File: config.mk
export PLATFORM = sky130hd
export DESIGN_NAME = uart_strobe
export DESIGN_NICKNAME = d
export VERILOG_FILES = /design/src/rtl/uart_strobe.sv
export SDC_FILE = /design/constraint.sdc
export NUM_CORES = 1
export LEC_CHECK = 0
export CORE_MARGIN = 5
export CORE_UTILIZATION = 35
export DETAILED_ROUTE_END_ITERATION = 8
export SKIP_CTS_REPAIR_TIMING = 1
export SYNTH_ARGS = -nofsm -noshare
export SYNTH_HDL_FRONTEND = slang
export SYNTH_SLANG_ARGS = --single-unit
File: constraint.sdc
create_clock -name clock -period 5.7 [get_ports clock]
set_input_delay 1.14 -clock clock [delete_from_list [all_inputs] [get_ports clock]]
set_output_delay 1.14 -clock clock [all_outputs]
set_load 0.02 [all_outputs]
File: src/rtl/uart_strobe.sv
// 6502 <-> SC28L92 bus-cycle sequencer: timed rd/wr strobes, RDY stretching, IRQ conditioning.
// Build option: define UART_IRQ_SYNC_EN for a 2-flop irq synchronizer (default: single register).
module uart_strobe #(
    parameter int SETUP_CYC    = 2,
    parameter int STROBE_CYC   = 3,
    parameter int HOLD_CYC     = 1,
    parameter int RECOVERY_CYC = 8
) (
    input  logic clock,
    input  logic reset_n,
    input  logic phi2,
    input  logic uart_cs,
    input  logic rw,
    input  logic uart_irq,
    output logic uart_rdn,
    output logic uart_wrn,
    output logic ready,
    output logic irq,
    output logic busy
);
    typedef enum logic [2:0] {IDLE, SETUP, STROBE, HOLD, RECOVER} state_t;

    localparam logic [3:0] SETUP_LD  = 4'(SETUP_CYC - 1);
    localparam logic [3:0] STROBE_LD = 4'(STROBE_CYC - 1);
    localparam logic [3:0] HOLD_LD   = 4'(HOLD_CYC - 1);
    localparam logic [7:0] REC_LD    = 8'(RECOVERY_CYC);

    state_t     state, state_nx;
    logic [3:0] cnt, cnt_nx;
    logic [7:0] rec, rec_nx;
    logic       dir, dir_nx, pend, pend_nx, rel_pend, rel_pend_nx, phi2_q;
    logic       rdn_nx, wrn_nx, ready_nx, busy_nx, done, accept;

    // A phi2 rise while the CPU is stalled is the same access being held, so only a
    // released (ready=1) bus may start a new one.
    assign accept = phi2 & ~phi2_q & ~uart_cs & ready;

    always_comb begin
        state_nx    = state;
        cnt_nx      = cnt;
        rec_nx      = rec;
        dir_nx      = dir;
        pend_nx     = pend;
        rel_pend_nx = rel_pend;
        ready_nx    = ready;
        done        = 1'b0;
        if (rel_pend && !phi2) begin
            ready_nx    = 1'b1;
            rel_pend_nx = 1'b0;
        end
        case (state)
            IDLE: if (accept) begin
                state_nx = SETUP;
                cnt_nx   = SETUP_LD;
                dir_nx   = rw;
                ready_nx = 1'b0;
            end
            SETUP: if (cnt == '0) begin
                state_nx = STROBE;
                cnt_nx   = STROBE_LD;
            end else cnt_nx = cnt - 4'd1;
            STROBE: if (cnt == '0) begin
                if (HOLD_CYC == 0) done = 1'b1;
                else begin
                    state_nx = HOLD;
                    cnt_nx   = HOLD_LD;
                end
            end else cnt_nx = cnt - 4'd1;
            HOLD: if (cnt == '0) done = 1'b1;
                  else cnt_nx = cnt - 4'd1;
            RECOVER: begin
                if (accept) begin
                    pend_nx  = 1'b1;
                    dir_nx   = rw;
                    ready_nx = 1'b0;
                end
                // A start coinciding with recovery expiry goes straight to SETUP.
                if (rec == '0) begin
                    if (pend || accept) begin
                        state_nx = SETUP;
                        cnt_nx   = SETUP_LD;
                        pend_nx  = 1'b0;
                    end else state_nx = IDLE;
                end else rec_nx = rec - 8'd1;
            end
            default: state_nx = IDLE;
        endcase
        if (done) begin
            if (RECOVERY_CYC == 0) state_nx = IDLE;
            else begin
                state_nx = RECOVER;
                rec_nx   = REC_LD;
            end
            // RDY may only rise during phi2 low; otherwise wait for the falling edge.
            if (phi2) rel_pend_nx = 1'b1;
            else      ready_nx    = 1'b1;
        end
        rdn_nx  = !(state_nx == STROBE && dir_nx);
        wrn_nx  = !(state_nx == STROBE && !dir_nx);
        busy_nx = (state_nx != IDLE) || pend_nx;
    end

    always_ff @(posedge clock or negedge reset_n) begin
        if (!reset_n) begin
            state    <= IDLE;
            cnt      <= '0;
            rec      <= '0;
            dir      <= 1'b0;
            pend     <= 1'b0;
            rel_pend <= 1'b0;
            phi2_q   <= 1'b0;
            uart_rdn <= 1'b1;
            uart_wrn <= 1'b1;
            ready    <= 1'b1;
            busy     <= 1'b0;
        end else begin
            state    <= state_nx;
            cnt      <= cnt_nx;
            rec      <= rec_nx;
            dir      <= dir_nx;
            pend     <= pend_nx;
            rel_pend <= rel_pend_nx;
            phi2_q   <= phi2;
            uart_rdn <= rdn_nx;
            uart_wrn <= wrn_nx;
            ready    <= ready_nx;
            busy     <= busy_nx;
        end
    end

`ifdef UART_IRQ_SYNC_EN
    logic irq_s1;
    always_ff @(posedge clock or negedge reset_n) begin
        if (!reset_n) begin
            irq_s1 <= 1'b1;
            irq    <= 1'b1;
        end else begin
            irq_s1 <= uart_irq;
            irq    <= irq_s1;
        end
    end
`else
    always_ff @(posedge clock or negedge reset_n) begin
        if (!reset_n) irq <= 1'b1;
        else          irq <= uart_irq;
    end
`endif
endmodule

==> impl_metrics.env <==
export IMPL_status="finished clean"
export IMPL_slowest_stage="clkdlybuf4s50_1"
export IMPL_yosysTopAreaCellShare=0.398
export IMPL_diodes=0
export IMPL_hold_class="reg2reg"
export IMPL_clock_skew_ns=0.000655
export IMPL_overflow=0
export IMPL_worstSkewPairLatency_ns=0.32
export IMPL_ant_nets=0
export IMPL_synth_async_sr_flop_share=1.00
export IMPL_layout_common_cells="dfrtp_1 (20), nand2_1 (12), clkdlybuf4s50_1 (10), a21oi_1 (8), nor2_1 (7)"
export IMPL_tritoncts="built"
export IMPL_htreeDepth=1
export IMPL_p_per_area_nw_per_um2=505
export IMPL_port_buffers=10
export IMPL_finalNetCount=140
export IMPL_gr_usage_met3=0.0215
export IMPL_hold_viol_final=0
export IMPL_placed_cells=173
export IMPL_ctsRootBufferMaster="clkbuf_4"
export IMPL_use_met1=0.124
export IMPL_die_x_um=70.0
export IMPL_dieHeight_um=70.0
export IMPL_core_area_um2=3420
export IMPL_layout_drive_gt1_share=0.115
export IMPL_synth_distinct_cells=52
export IMPL_ir_drop_v=0.000205
export IMPL_die_area_um2=4900
export IMPL_grt_pass1_vias=935
export IMPL_clkSlewWorstSetupHoldPaths_ns=0.12
export IMPL_yosysSeqAreaShare=0.481
export IMPL_drtPass1Iterations=4
export IMPL_cp_required_ns=5.92
export IMPL_rsz0062_at_grt="false"
export IMPL_initial_core_util=0.368
export IMPL_syn_inst=121
export IMPL_final_core_util=0.417
export IMPL_critPathMaxFanout=5
export IMPL_max_cap_violations=0
export IMPL_cp_slowest_stage_delay_ns=0.52
export IMPL_synth_edf_count=0
export IMPL_cts_inserted_buffers=3
export IMPL_grt_util_all_layers=0.102
export IMPL_grt_pass1_wl_mm=4.15
export IMPL_ys_top_cells_by_area="dfrtp_1 (40%), dfstp_2 (8.3%), nand2_1 (3.6%)"
export IMPL_postSynthRegisterBits=24
export IMPL_antenna_found_initial=0
export IMPL_mostFrequentLayoutCell="dfrtp_1"
export IMPL_grtUsageMet2=0.169
export IMPL_end_kind="flip-flop"
export IMPL_drc=0
export IMPL_worst_pin_slew_ns=1.06
export IMPL_power_leakage_nw=0.596
export IMPL_dp_final_hpwl_mm=1.73
export IMPL_yosys_area_top_type="dfrtp_1"
export IMPL_gp_congestion=0.858
export IMPL_finalSetupTns_ns=0
export IMPL_critPathKind="in2reg"
export IMPL_rows=21
export IMPL_max_clock_freq_mhz=379
export IMPL_dr_total_vias=946
export IMPL_relSlewSlack=0.289
export IMPL_synth_nets=129
export IMPL_syn_area_um2=1260
export IMPL_synth_ff_type="dfrtp_1"
export IMPL_drv_slew=0
export IMPL_cts_sinks=24
export IMPL_ys_warnings_count=0
export IMPL_start_kind="primary input"
export IMPL_crit_chain="clkdlybuf4s50_1, nor4bb_1, o31a_1, o2111ai_1, a211o_1"
export IMPL_fin_crit_sh=0.462
export IMPL_drt_iter0_drc=17
export IMPL_stdcell_count=177
export IMPL_busiest_layer="met2"
export IMPL_finalWirelength_mm=2.33
export IMPL_ios=11
export IMPL_grt_max_degree=25
export IMPL_clockBufferDepth=2
export IMPL_arrival_ns=2.85
export IMPL_setup_violations_final=0
export IMPL_avgSynthCellArea_um2=10.4
export IMPL_avgRoutedWirePerCell_um=13.1
export IMPL_area_growth_pct=13.2
export IMPL_fin_crit_ns=2.64
export IMPL_vias_per_cell=5.34
==> registers in the layout, summed over array words and instances, names as in the netlist <==
register and count:
dir 1, uart_rdn 1, uart_wrn 1, state 3, phi2_q 1, ready 1, irq 1, busy 1
cnt 4, pend 1, rel_pend 1, rec 8
==> cell families after synthesis <==
kind of cell	Yosys count	synth area share
and+or+nand+nor	51	0.251
AOI/OAI and AO/OA	28	0.164
DFF	24	0.481
buffers and inverters	10	0.0398
xor gates and xnor gates	4	0.0278
muxes	2	0.0169
adders and majority gates	2	0.0199
==> worst max-delay path, delay by kind of cell <==
family	cells	cell delay, ns
compound gates	3	0.74
buf+inv	1	0.52
simple gates	1	0.45
==> stage by stage <==
step,total power [mW],setup WS [ns],cell area [um2],hold slack [ns]
6_report,0.720,3.06,1430,0.523
5_1_grt,0.782,2.94,1430,0.547
4_1_cts,0.727,3.06,1430,0.529
3_5_place_dp,0.636,2.71,1390,0.498
3_3_place_gp,0.625,2.76,1390,0.498
2_1_floorplan,0.557,3.43,1260,0.478
==> worst paths after layout <==
check                      startpoint  endpoint  slack, ns  cells past startpoint
max in group asynchronous     reset_n    phi2_q       3.68                      1
setup / recovery                 phi2    cnt[2]       3.06                      5
hold reg to reg                   dir       dir       0.52                      1
min in group asynchronous     reset_n    rec[0]       1.38                      1
hold / removal                    dir       dir       0.52                      1
setup reg to reg               cnt[0]      busy       3.56                      6
==> routing by layer <==
metal  up-vias  wire length [um]
li1        471                 -
met1       451              1060
met2        17              1110
met3         7                96
met4         0                56
met5         -                 0
==> Yosys cell counts, drive strengths merged (3+ instances only) <==
cell / instances
a21oi: 8
inv: 6
nand2: 12
dfstp: 4
dfrtp: 20
nand3: 4
buf: 3
nor2: 7
o21ai: 3
xor2: 3
or3: 4
nor3: 4
o2111ai: 3
==> layout make-up <==
type / instances / area, um2
clock buffer: 4 / 36.3
fill: 366 / 1990
inverter: 6 / 22.5
multi-input combinational: 87 / 603
sequential: 24 / 606
tap: 46 / 57.6
timing repair buffer: 10 / 100
==> power breakdown <==
part / internal (mW) / switching (mW)
clock: 0.0391 / 0.0495
combinational: 0.152 / 0.169
sequential: 0.239 / 0.0713
total: 0.431 / 0.289
No activity file was read; power rests on OpenSTA's default activity.
==> edit (config.mk and constraints unchanged) <==
Encoding of `state_t`: now one-hot (5 bits for 5 states).
--- a/src/rtl/uart_strobe.sv
+++ b/src/rtl/uart_strobe.sv
@@ -19,5 +19,5 @@
     output logic busy
 );
-    typedef enum logic [2:0] {IDLE, SETUP, STROBE, HOLD, RECOVER} state_t;
+    typedef enum logic [4:0] {IDLE = 5'b00001, SETUP = 5'b00010, STROBE = 5'b00100, HOLD = 5'b01000, RECOVER = 5'b10000} state_t;
 
     localparam logic [3:0] SETUP_LD  = 4'(SETUP_CYC - 1);
Formal check against the unedited RTL: same outputs for any inputs over 10 cycles, from zero or initial values and one cycle with reset_n low; not proved beyond that.
==> edit against the unedited design <==
Critical endpoint is now cnt[0]; global-route usage up 0.83 points; cell count up 12%; setup slack lost 0.20 ns; highest routed layer unchanged; register-to-register slack got worse by 0.21 ns; sequential cell count grew 2; sequential share of layout area shrank 1.3 points; area after synthesis increased by 11%; core utilization decreased by 1.3 points; non-clock buffer count is 1 higher; clock skew increased by 0.0085 ns; cell area increased by 12%; routed wire length grew 15%.
Power is not compared: it rests on default switching activity, and its combinational part moved more than twofold at a synthesized area within 25%.
==> edit: results <==
[logic_synthesis]
synth.net_count = 147
muxShareOfSynthArea_pct = 3.13
synth-seq-area-share_pct = 46.9
synth-adder-area-share_pct = 2.50
synth_xor_area_share_pct = 4.38
synth_top_flop_cell = "dfrtp_1"
synth_cell_types = 48
synth-compound-area-share_pct = 11.7
synthTopCellsByCount = "dfrtp_1 (21), nor2_1 (17), inv_1 (7)"
synthTopCellsByArea = "dfrtp_1 (38%), dfstp_2 (9.4%), nor2_1 (4.6%)"

[global_route]
grt_max_degree = 27
grt_pass1_wl_mm = 4.68
grt.total_usage_pct = 11.0

[worst_setup_path]
cp_data_arrival_time_ns = 2.99
cp_max_fo = 6
ff2ff_path_depth = 7
critPathTopFamily = "simple AND/OR/NAND/NOR gates"

[place]
gp_congestion = 0.811
place.port_buffers = 10
dpl.hpwl_mm = 2.01
place_area_um2 = 1540

[routing]
drt_iter0_drc = 58
vias = 1040
routed_wl_mm = 2.68

[clock_network]
clockRootBuffer = "clkbuf_8"
cts_sinks = 26
clk_pin_slew_ns = 0.09
clk_latency_ns = 0.27
cts_made_buffers = 3

[outcome]
status = "finished, final reports clean"

[cells_and_area]
reg_top3 = "rec (8), state (5), cnt (4)"
nFillCells = 375
fin_nets = 158
layout-drive-gt1-share_pct = 13.4

[floorplanning]
core-area_um2 = 3940

[timing]
relSlewSlack_pct = 65.9
clock_skew_ns = 0.00911

[run]
cap_violations = 0
edit: cell types whose count changed in the layout (fill, tap and decap cells not counted), sizes merged, moves of 3 or more:
cell / before / now
o2111ai: 3 / 0
nand2: 12 / 6
nor4: 1 / 5
nor3b: 2 / 5
nor2b: 0 / 3
o31ai: 0 / 3
a21oi: 8 / 5
nor2: 7 / 17
edit: cells by family (layout without fill, tap and decap cells):
kind of cell	Yosys count	in the layout
compound gates	23	23
xor+xnor	7	7
fa+ha+maj	3	3
buf+inv	12	22
flops	26	26
mux	4	4
simple gates	64	64
edit: layout make-up:
| cell class | instances | share of cell area, % |
|---|---|---|
| Multi-Input combinational cell | 101 | 43.0 |
| Sequential cell | 26 | 41.2 |
| Timing Repair Buffer | 11 | 6.75 |
| Tap cell | 50 | 3.92 |
| Clock buffer | 4 | 3.45 |
| Inverter | 7 | 1.65 |
edit: report_power, final:
group          internal, mW  switching (mW)
combinational        0.0220          0.0247
clock                0.0617          0.0555
sequential            0.196         0.00824
total                 0.279          0.0884
edit: per-layer routing:
| layer | wire, um | track usage (%) |
|---|---|---|
| met5 | 0 | 0 |
| met4 | 25 | 3.69 |
| met2 | 1320 | 18.5 |
| met3 | 43 | 2.05 |
| met1 | 1290 | 14.1 |
edit: final timing paths:
path	from	end	slack, ns
min in group asynchronous	reset_n	state[2]	1.24
setup / recovery	phi2	cnt[0]	2.86
hold / removal	pend	state[0]	0.48
max in group asynchronous	reset_n	irq	4.17
setup reg to reg	cnt[0]	cnt[0]	3.35
hold reg to reg	pend	state[0]	0.48
edit: worst reg2reg max path, delay by kind of cell, from the launching register on:
kind | cells | cell delay (ns)
simple gates | 2 | 0.70
compound gates | 2 | 0.45
flops | 1 | 0.40
mux | 1 | 0.33
fa+ha+maj | 1 | 0.24
buf+inv | 1 | 0.10
edit: through the flow:
step | utilization [%] | worst slack (ns) | hold slack [ns] | cells
final | 40.4 | 2.86 | 0.476 | 199
after global routing | 40.4 | 2.80 | 0.516 | 199
after CTS | 40.4 | 2.87 | 0.482 | 199
after detailed placement | 39.0 | 2.58 | 0.476 | 195
after global placement | 39.0 | 2.67 | 0.469 | 195
after floorplan | - | 3.19 | 0.435 | 139
